## src/rtl/boot_rom_arb_pkg.sv

```systemverilog
// Shared types for the boot ROM arbiter: port index, response pipeline
// register layout and the data value returned on error responses.
package boot_rom_arb_pkg;

  localparam int NUM_PORTS = 2;
  localparam logic [31:0] ERR_RDATA = 32'h0;

  typedef logic port_idx_t;

  typedef struct packed {
    logic      valid;
    port_idx_t port;
    logic      err;
  } resp_t;

  function automatic port_idx_t grant_index(input logic [NUM_PORTS-1:0] gnt);
    return gnt[1];
  endfunction

endpackage

```

## src/rtl/boot_rom_arbiter_if.sv

```systemverilog
// Core-side request/grant/response bus shared by both ROM requesters.
// The master modport is the core side, the slave modport is the arbiter.
interface boot_rom_arbiter_if;
  import boot_rom_arb_pkg::*;

  logic [NUM_PORTS-1:0]       req_i;
  logic [NUM_PORTS-1:0][31:0] addr_i;
  logic [NUM_PORTS-1:0]       gnt_o;
  logic [NUM_PORTS-1:0]       rvalid_o;
  logic [31:0]                rdata_o;
  logic                       err_o;

  modport master (
    output req_i, addr_i,
    input  gnt_o, rvalid_o, rdata_o, err_o
  );

  modport slave (
    input  req_i, addr_i,
    output gnt_o, rvalid_o, rdata_o, err_o
  );

endinterface

```

## src/rtl/boot_rom_arbiter_rr_arb2.sv

```systemverilog
// Two-input round-robin arbiter: combinational grant, pointer remembers
// the last granted port and only moves when a grant is issued.
module rr_arb2
  import boot_rom_arb_pkg::*;
(
  input  logic       clk,
  input  logic       rst,
  input  logic [1:0] req,
  output logic [1:0] gnt
);

  port_idx_t last;

  always_comb begin
    gnt = req;
    if (req == 2'b11) begin
      gnt = (last == 1'b1) ? 2'b01 : 2'b10;
    end
  end

  // Reset value of 1 lets port 0 win the first contended cycle.
  always_ff @(posedge clk or posedge rst) begin
    if (rst) begin
      last <= 1'b1;
    end else if (|gnt) begin
      last <= grant_index(gnt);
    end
  end

endmodule

```

## src/rtl/boot_rom_arbiter.sv

```systemverilog
// Boot ROM arbiter: round-robin sharing, range check and sticky post-boot lock.
// Optional per-port response counters are enabled with BOOT_ROM_ARB_CNT_EN.
module boot_rom_arbiter
  import boot_rom_arb_pkg::*;
#(
  parameter int ROM_ADDR_WIDTH = 10
) (
  input  logic                      clk,
  input  logic                      rst,
  input  logic                      lock_i,
  boot_rom_arbiter_if.slave         bus,
  output logic                      locked_o,
  output logic                      rom_en_o,
  output logic [ROM_ADDR_WIDTH-1:0] rom_addr_o,
  input  logic [31:0]               rom_rdata_i
`ifdef BOOT_ROM_ARB_CNT_EN
  ,
  output logic [15:0]               cnt0_o,
  output logic [15:0]               cnt1_o
`endif
);

  logic [1:0]  gnt;
  logic        any_gnt;
  port_idx_t   sel;
  logic [31:0] sel_addr;
  logic        out_of_range;
  logic        access_err;
  logic [1:0]  unused_addr_lsbs;
  resp_t       resp;

  rr_arb2 u_rr_arb2 (
    .clk (clk),
    .rst (rst),
    .req (bus.req_i),
    .gnt (gnt)
  );

  assign bus.gnt_o        = gnt;
  assign any_gnt          = |gnt;
  assign sel              = grant_index(gnt);
  assign sel_addr         = bus.addr_i[sel];
  assign unused_addr_lsbs = sel_addr[1:0];
  assign out_of_range     = |sel_addr[31:ROM_ADDR_WIDTH+2];
  // The lock register is sampled, so a grant in the lock_i cycle still completes.
  assign access_err       = out_of_range | locked_o;

  assign rom_en_o   = any_gnt & ~access_err;
  assign rom_addr_o = any_gnt ? sel_addr[ROM_ADDR_WIDTH+1:2] : '0;

  always_ff @(posedge clk or posedge rst) begin
    if (rst) begin
      locked_o <= 1'b0;
    end else if (lock_i) begin
      locked_o <= 1'b1;
    end
  end

  always_ff @(posedge clk or posedge rst) begin
    if (rst) begin
      resp <= '0;
    end else begin
      resp.valid <= any_gnt;
      resp.port  <= sel;
      resp.err   <= access_err;
    end
  end

  always_comb begin
    bus.rvalid_o = 2'b00;
    if (resp.valid) begin
      bus.rvalid_o[resp.port] = 1'b1;
    end
  end

  assign bus.err_o   = resp.valid & resp.err;
  assign bus.rdata_o = (resp.valid && !resp.err) ? rom_rdata_i : ERR_RDATA;

`ifdef BOOT_ROM_ARB_CNT_EN
  // Error responses are counted too; both counters stick at all-ones.
  always_ff @(posedge clk or posedge rst) begin
    if (rst) begin
      cnt0_o <= 16'h0;
      cnt1_o <= 16'h0;
    end else begin
      if (bus.rvalid_o[0] && cnt0_o != 16'hFFFF) begin
        cnt0_o <= cnt0_o + 16'h1;
      end
      if (bus.rvalid_o[1] && cnt1_o != 16'hFFFF) begin
        cnt1_o <= cnt1_o + 16'h1;
      end
    end
  end
`endif

endmodule

```

## src/flat_wrapper.sv

```systemverilog
// flat-port wrapper written by rule: the top's interface ports become plain ports
module boot_rom_arbiter_flat import boot_rom_arb_pkg::*;
#(
  parameter int ROM_ADDR_WIDTH = 10
)
  (clk, rst, lock_i, locked_o, rom_en_o, rom_addr_o, rom_rdata_i, bus_req_i, bus_addr_i, bus_gnt_o, bus_rvalid_o, bus_rdata_o, bus_err_o);
  boot_rom_arbiter_if bus_i ();
  input  logic clk;
  input  logic rst;
  input  logic lock_i;
  output logic locked_o;
  output logic rom_en_o;
  output logic [ROM_ADDR_WIDTH-1:0] rom_addr_o;
  input  logic [31:0] rom_rdata_i;
  input wire logic [$bits(bus_i.req_i)-1:0] bus_req_i;
  input wire logic [$bits(bus_i.addr_i)-1:0] bus_addr_i;
  output wire logic [$bits(bus_i.gnt_o)-1:0] bus_gnt_o;
  output wire logic [$bits(bus_i.rvalid_o)-1:0] bus_rvalid_o;
  output wire logic [$bits(bus_i.rdata_o)-1:0] bus_rdata_o;
  output wire logic [$bits(bus_i.err_o)-1:0] bus_err_o;
  assign bus_i.req_i = bus_req_i;
  assign bus_i.addr_i = bus_addr_i;
  assign bus_gnt_o = bus_i.gnt_o;
  assign bus_rvalid_o = bus_i.rvalid_o;
  assign bus_rdata_o = bus_i.rdata_o;
  assign bus_err_o = bus_i.err_o;
  boot_rom_arbiter #(.ROM_ADDR_WIDTH(ROM_ADDR_WIDTH)) u_core (.clk(clk), .rst(rst), .lock_i(lock_i), .bus(bus_i), .locked_o(locked_o), .rom_en_o(rom_en_o), .rom_addr_o(rom_addr_o), .rom_rdata_i(rom_rdata_i));
endmodule
```

## config.mk

```make
export PLATFORM = sky130hd
export DESIGN_NAME = boot_rom_arbiter_flat
export DESIGN_NICKNAME = d
export VERILOG_FILES = /design/src/rtl/boot_rom_arb_pkg.sv /design/src/rtl/boot_rom_arbiter_if.sv /design/src/rtl/boot_rom_arbiter_rr_arb2.sv /design/src/rtl/boot_rom_arbiter.sv /design/src/flat_wrapper.sv
export SDC_FILE = /design/constraint.sdc
export NUM_CORES = 1
export LEC_CHECK = 0
export BUFFER_PORTS_ARGS = -buffer_cell sky130_fd_sc_hd__buf_2
export CORE_MARGIN = 2
export CORE_UTILIZATION = 22
export DETAILED_ROUTE_END_ITERATION = 6
export PLACE_DENSITY = 0.8
export SYNTH_ARGS = -nofsm -noshare
export SYNTH_HDL_FRONTEND = slang
export SYNTH_SLANG_ARGS = --single-unit
```

## constraint.sdc

```tcl
create_clock -name clk -period 1.3 [get_ports clk]
set_input_delay 0 -clock clk [delete_from_list [all_inputs] [get_ports clk]]
set_output_delay 0 -clock clk [all_outputs]
set_load 0.01 [all_outputs]
```

### After elaboration in Yosys (flattened, before gate mapping)

Index checks and enable logic that the tools add are counted.

* bits in read-only memories: 0
* output and inout port bits: 49
* memories kept: 0
* logic and storage cells: 27
* bits in latches: 0
* register bits after elaboration: 5
* RAM bits: 0
* input port bits: 101

* $lt $le $gt $ge: 3
* $mul: 0
* shift-type cells: 0
* mux-type cells: 9
* bitwise gates (word level): 4
* equal/unequal tests: 1
* divide/modulo/power cells: 0
* reductions and logical operators: 5
* add/sub/neg operators: 0

Operator list (count)
* $mux 32: 3
* $reduce_or 20->1: 1
* $mux 10: 1
* $mux 2: 3
* $lt 1x2->1 const B: 2
* $and 1x1->1: 2
* $eq 2x2->1 const B: 1
* $logic_and 1x1->1: 2
* $reduce_or 2->1: 1
* $demux 1 s1: 1
* $ge 1x1->1 const B: 1
* $logic_not 1->1: 1
* $mux 1: 1
* $not 1->1: 1
* $or 1x1->1: 1

### Logic depth before layout (Yosys ltp)

* depth in word-level cells: 8
* gate-level depth with buffers: 5
* gate-level depth less buffers: 4

### Cells and area by module

Synthesis repeated with hierarchy kept, for this count alone.

* cells, all modules: 87
* area, all modules: 648.1 µm²

Modules (own cells, without submodules)
* boot_rom_arbiter: seq. area each 100.1 µm², area an instance 590.6 µm², cells each 80, times used 1
* rr_arb2: seq. area each 26.3 µm², area an instance 57.6 µm², cells each 7, times used 1

### Worst setup path before layout

OpenSTA, ideal clock, no wires.

* path type: register -> output
* from: reg u_core.u_rr_arb2.last
* to: out rom_addr_o[0]
* data required time: 1300 ps
* cell stages (with the launch flop): 6
* arrival: 1122 ps
* setup slack: 178 ps
* path buffers: 1
* cells stage by stage: dfstp_2 -> inv_1 -> nand2_1 -> and2_1 -> buf_2 -> a22o_1

* elaborated cells on any way between the ends: 6
* classes of those cells: 5 x mux; 1 x reduce/logical

RTL lines
* from (decl): RTL line boot_rom_arbiter_rr_arb2.sv:12 `port_idx_t last;`
* from (signal assigned): RTL line boot_rom_arbiter_rr_arb2.sv:26 `last <= grant_index(gnt);`
* $mux 2: RTL line boot_rom_arbiter_rr_arb2.sv:17 `gnt = (last == 1'b1) ? 2'b01 : 2'b10;`
* $mux 2: RTL line boot_rom_arbiter_rr_arb2.sv:16 `if (req == 2'b11) begin`
* via bus_gnt_o[0]: RTL line flat_wrapper.sv:17 `output wire logic [$bits(bus_i.gnt_o)-1:0] bus_gnt_o;`
* $reduce_or 2->1: RTL line boot_rom_arbiter.sv:40 `assign any_gnt = |gnt;`
* $mux 10: RTL line boot_rom_arbiter.sv:49 `assign rom_addr_o = any_gnt ? sel_addr[ROM_ADDR_WIDTH+1:2] : '0;`
* to (decl): RTL line flat_wrapper.sv:13 `output logic [ROM_ADDR_WIDTH-1:0] rom_addr_o;`

The timed path passes the listed nets, and every way through them passes these cells. The select of a mux whose other input is x is not followed.

### Final worst setup path

* from: reg u_core.u_rr_arb2.last
* to: out rom_en_o

* longest elaborated chain between the ends: 8
* elaborated cells on any way between the ends: 9
* classes of those cells: 4 x mux; 3 x bitwise; 2 x reduce/logical

RTL lines
* $mux 2 *: RTL line boot_rom_arbiter_rr_arb2.sv:17
* $mux 2 *: RTL line boot_rom_arbiter_rr_arb2.sv:16
* $mux 32 (not written as such) (2 in a row): RTL line boot_rom_arbiter.sv:42 `assign sel_addr = bus.addr_i[sel];`
* $reduce_or 20->1: RTL line boot_rom_arbiter.sv:44 `assign out_of_range = |sel_addr[31:ROM_ADDR_WIDTH+2];`
* $or 1x1->1: RTL line boot_rom_arbiter.sv:46 `assign access_err = out_of_range | locked_o;`
* $not 1->1: RTL line boot_rom_arbiter.sv:48 `assign rom_en_o = any_gnt & ~access_err;`
* $and 1x1->1 *: RTL line boot_rom_arbiter.sv:48
* to (decl): RTL line flat_wrapper.sv:12 `output logic rom_en_o;`

Every way passes the cells marked *; elsewhere a longest branch is shown, timed or not. The select of a mux whose other input is x is not followed.

==> results by group <==
Outcome
  • Status: finished with violations
  • Failing checks: setup timing

GRT
  • Grt ovf: 0
  • Tot GR Track Use: 13.6%
  • Initial antenna violation count: 0
  • Number of global-route vias before repair: 928
  • Global-route wire length before repair: 3700 um
  • Largest net degree at the start of global routing: 33

Critical path
  • Top Family by Delay on Critical Path: flip-flops
  • Max FO, Critical Path: 3
  • Worst stage delay on the critical path: about 0.54 ns
  • Worst reg2reg path depth: 4
  • Worst path cell trace: a21boi_2, nand4b_1, o22ai_2, and3b_1, buf_2
  • CP bufs+invs: 1
  • Crit Path Class: reg2out
  • Critical path depth in cells: 5
  • Critical path arrival: around 1.4 ns
  • Required time worst endpoint: between 1 and 1.5 ns
  • Crit start category: register
  • Worst setup EP type: primary output
  • Crit-path slowest cell: dfstp_2

Placement
  • Dpl cell area: 0.00142 mm^2
  • PortBufs: ~150
  • RD Place Congestion: 0.694
  • Pre-CTS setup slack: 0.0711 ns

Finish
  • Antenna Cells: 0
  • Area Growth Syn to Fin: 180%
  • Core Util, Final: 64.9%
  • Share of cells above drive strength 1: ~82%
  • Post-route cell area: about 0.0018 mm^2
  • Final net count: 336

Timing
  • Pins Over Slew Limit: 0
  • Final Hold Fails: 0
  • Worst Hold Margin: 0.0328 ns
  • Fin crit period: 1.44 ns
  • Final setup TNS: -1.08 ns
  • Clock skew after layout: just over 0.004 ns
  • Slew headroom: 78.1%
  • RSZ-0062 raised after global routing: yes
  • FMAX: 0.694 GHz
  • Worst Tran Pin Value: between 0.3 and 0.4 ns
  • Final setup fails: 29
  • Fin crit share: 111%
  • Final worst slack: -0.141 ns

Synth
  • Yosys top cell by area: and2_1
  • Synth warnings: 0
  • Post-Syn Area: 633 um^2
  • Synth top area share: 34.6%
  • Mapped Cells: 81
  • Net Count, Synth: 182
  • Yosys reg bits: 5
  • Post-synth cell types: 20
  • Synth area leaders: and2_1 (35%), dfrtp_1 (16%), a22o_1 (14%)
  • Mapped Avg Cell Area: 7.82 um^2
  • Seq/Total Area, Yosys: 20.0%

Die
  • Rows: 19
  • Number of I/O pins: 150
  • Die H: 57.6 um
  • Initial core utilization: 23.2%
  • Chip width: 57.6 um
  • Core area: 0.00273 mm^2
  • Die Area: about 0.0033 mm^2

Job
  • Max-capacitance violation count: 0

Hold path
  • Min-Delay Path Class: in2reg
  • Hold path depth: 2

CTS
  • Clk_lat worst skew: 0.24 ns
  • Setup bufs post-CTS: 0
  • Sink Count: 5
  • CTS tree: built
  • Clock Tree Root: clkbuf_4
  • Num CTS Buffers: 3
  • Clock buffer depth: 2
  • Clock slew at reported path FFs: 0.05 ns
  • H-tree depth: 1

Route
  • Routed Antenna Nets: 0
  • Via-to-Cell Ratio: 4.55
  • 1st-iter DRT viols: 19
  • Initial DRT Pass Iterations: 4
  • Wire per inst: 12.2 um
  • Via count: 1206
  • Final WL: 3240 um
  • Post-route DRC: 0

Power and ir drop
  • Clock Power Share: 28.2%
  • Net load switching power: roughly 0.00021 W
  • Switch share: 30.9%
  • Pwr dens: around 380 mW/mm^2
  • Worst VDD drop: between 0.0005 and 0.0006 V
  • Comb pwr share: 45.8%
  • Sequential share of power: a little over a quarter
  • Leak pwr: 0.994 nW
  • P_int: around 0.00046 W
## placed cells by master (no fill, tap or decap), types with 2 or more instances in the layout
master | netlist | layout
nor4_1 | 7 | 7
nand2_1 | 3 | 2
buf_2 | 2 | 119
and2_4 | 0 | 27
buf_6 | 0 | 27
nor4_2 | 3 | 3
and2_1 | 35 | 8
inv_1 | 2 | 2
or2_2 | 2 | 2
dlygate4sd3_1 | 0 | 4
a22o_1 | 10 | 10
clkbuf_4 | 0 | 3
clkbuf_16 | 0 | 2
dfrtp_1 | 4 | 4
## worst paths after layout
check                                   endpoint  slack, ns                  start
setup / recovery                        rom_en_o      -0.14  u_core.u_rr_arb2.last
hold / removal                    u_core.resp[2]       0.03           bus_req_i[0]
setup reg to reg                  u_core.resp[0]       0.21  u_core.u_rr_arb2.last
hold reg to reg                  u_core.locked_o       0.51        u_core.locked_o
max in group asynchronous  u_core.u_rr_arb2.last       0.86                    rst
min in group asynchronous        u_core.locked_o       0.20                    rst
## metal layers
metal | GRT usage [%] | vias up | share of wire [%]
li1 | - | 595 | -
met1 | 13.0 | 529 | 33
met2 | 29.4 | 78 | 55
met3 | 2.68 | 4 | 11
met4 | 1.99 | 0 | 1.3
met5 | 0 | - | 0
## state kept, by name (all words and copies together), names as in the netlist
signal,cells
u_core.locked_o,1
u_core.u_rr_arb2.last,1
u_core.resp,3
## metrics by stage
step	cells	total power, W
3_3_place_gp	255	0.000470
5_1_grt	265	0.000716
3_5_place_dp	255	0.000477
2_1_floorplan	81	0.000275
6_report	265	0.000668
4_1_cts	262	0.000664
## cell families (layout without fill, tap and decap cells)
group,count (synthesis),count (layout),share of synthesized area (%)
AOI/OAI and AO/OA,13,13,17.4
buffers and inverters,7,160,4.55
DFF,5,5,20.0
and+or+nand+nor,56,56,58.1
## worst reg2reg max path: stages, from the launching register on
cell	delay [ns]
dfstp_2	0.54
a21boi_2	0.06
nand4b_1	0.18
o22ai_2	0.12
nand2b_1	0.07
## power by group through the flow
| stage | clock network [W] | logic, W | registers [W] |
|---|---|---|---|
| after floorplan | 0 | 0.000100 | 0.000175 |
| after global placement | 0 | 0.000295 | 0.000175 |
| after detailed placement | 0 | 0.000301 | 0.000176 |
| after CTS | 0.000190 | 0.000301 | 0.000174 |
| after global routing | 0.000205 | 0.000336 | 0.000175 |
| final | 0.000188 | 0.000306 | 0.000174 |
## layout make-up
type,instances,area (um^2)
Multi-Input combinational cell,69,557
Inverter,2,7.51
Clock inverter,1,5.00
Fill cell,221,960
Timing Repair Buffer,154,1020
Clock buffer,3,22.5
Tap cell,31,38.8
Sequential cell,5,126
## synthesized netlist by cell type (all sizes together)
| cell | count |
|---|---|
| nand2b | 1 |
| nor4 | 10 |
| a22o | 10 |
| nand2 | 3 |
| dfstp | 1 |
| o22ai | 1 |
| inv | 2 |
| buf | 2 |
| and3b | 1 |
| and2 | 35 |
| nand4 | 1 |
| or2 | 2 |
| dfrtp | 4 |
| o21ai | 1 |
| clkbuf | 3 |
| nand4b | 1 |
| nor2b | 1 |
| and2b | 1 |
| a21boi | 1 |
## repair_timing
action | CTS | global route
endpoints found under the hold margin | 8 | 0
pin swaps | 2 | 32
setup endpoints to repair | 12 | 44
cloned | 0 | 3
hold buffers | 4 | 0
resized for setup | 2 | 55
No activity file was read; power rests on OpenSTA's default activity.
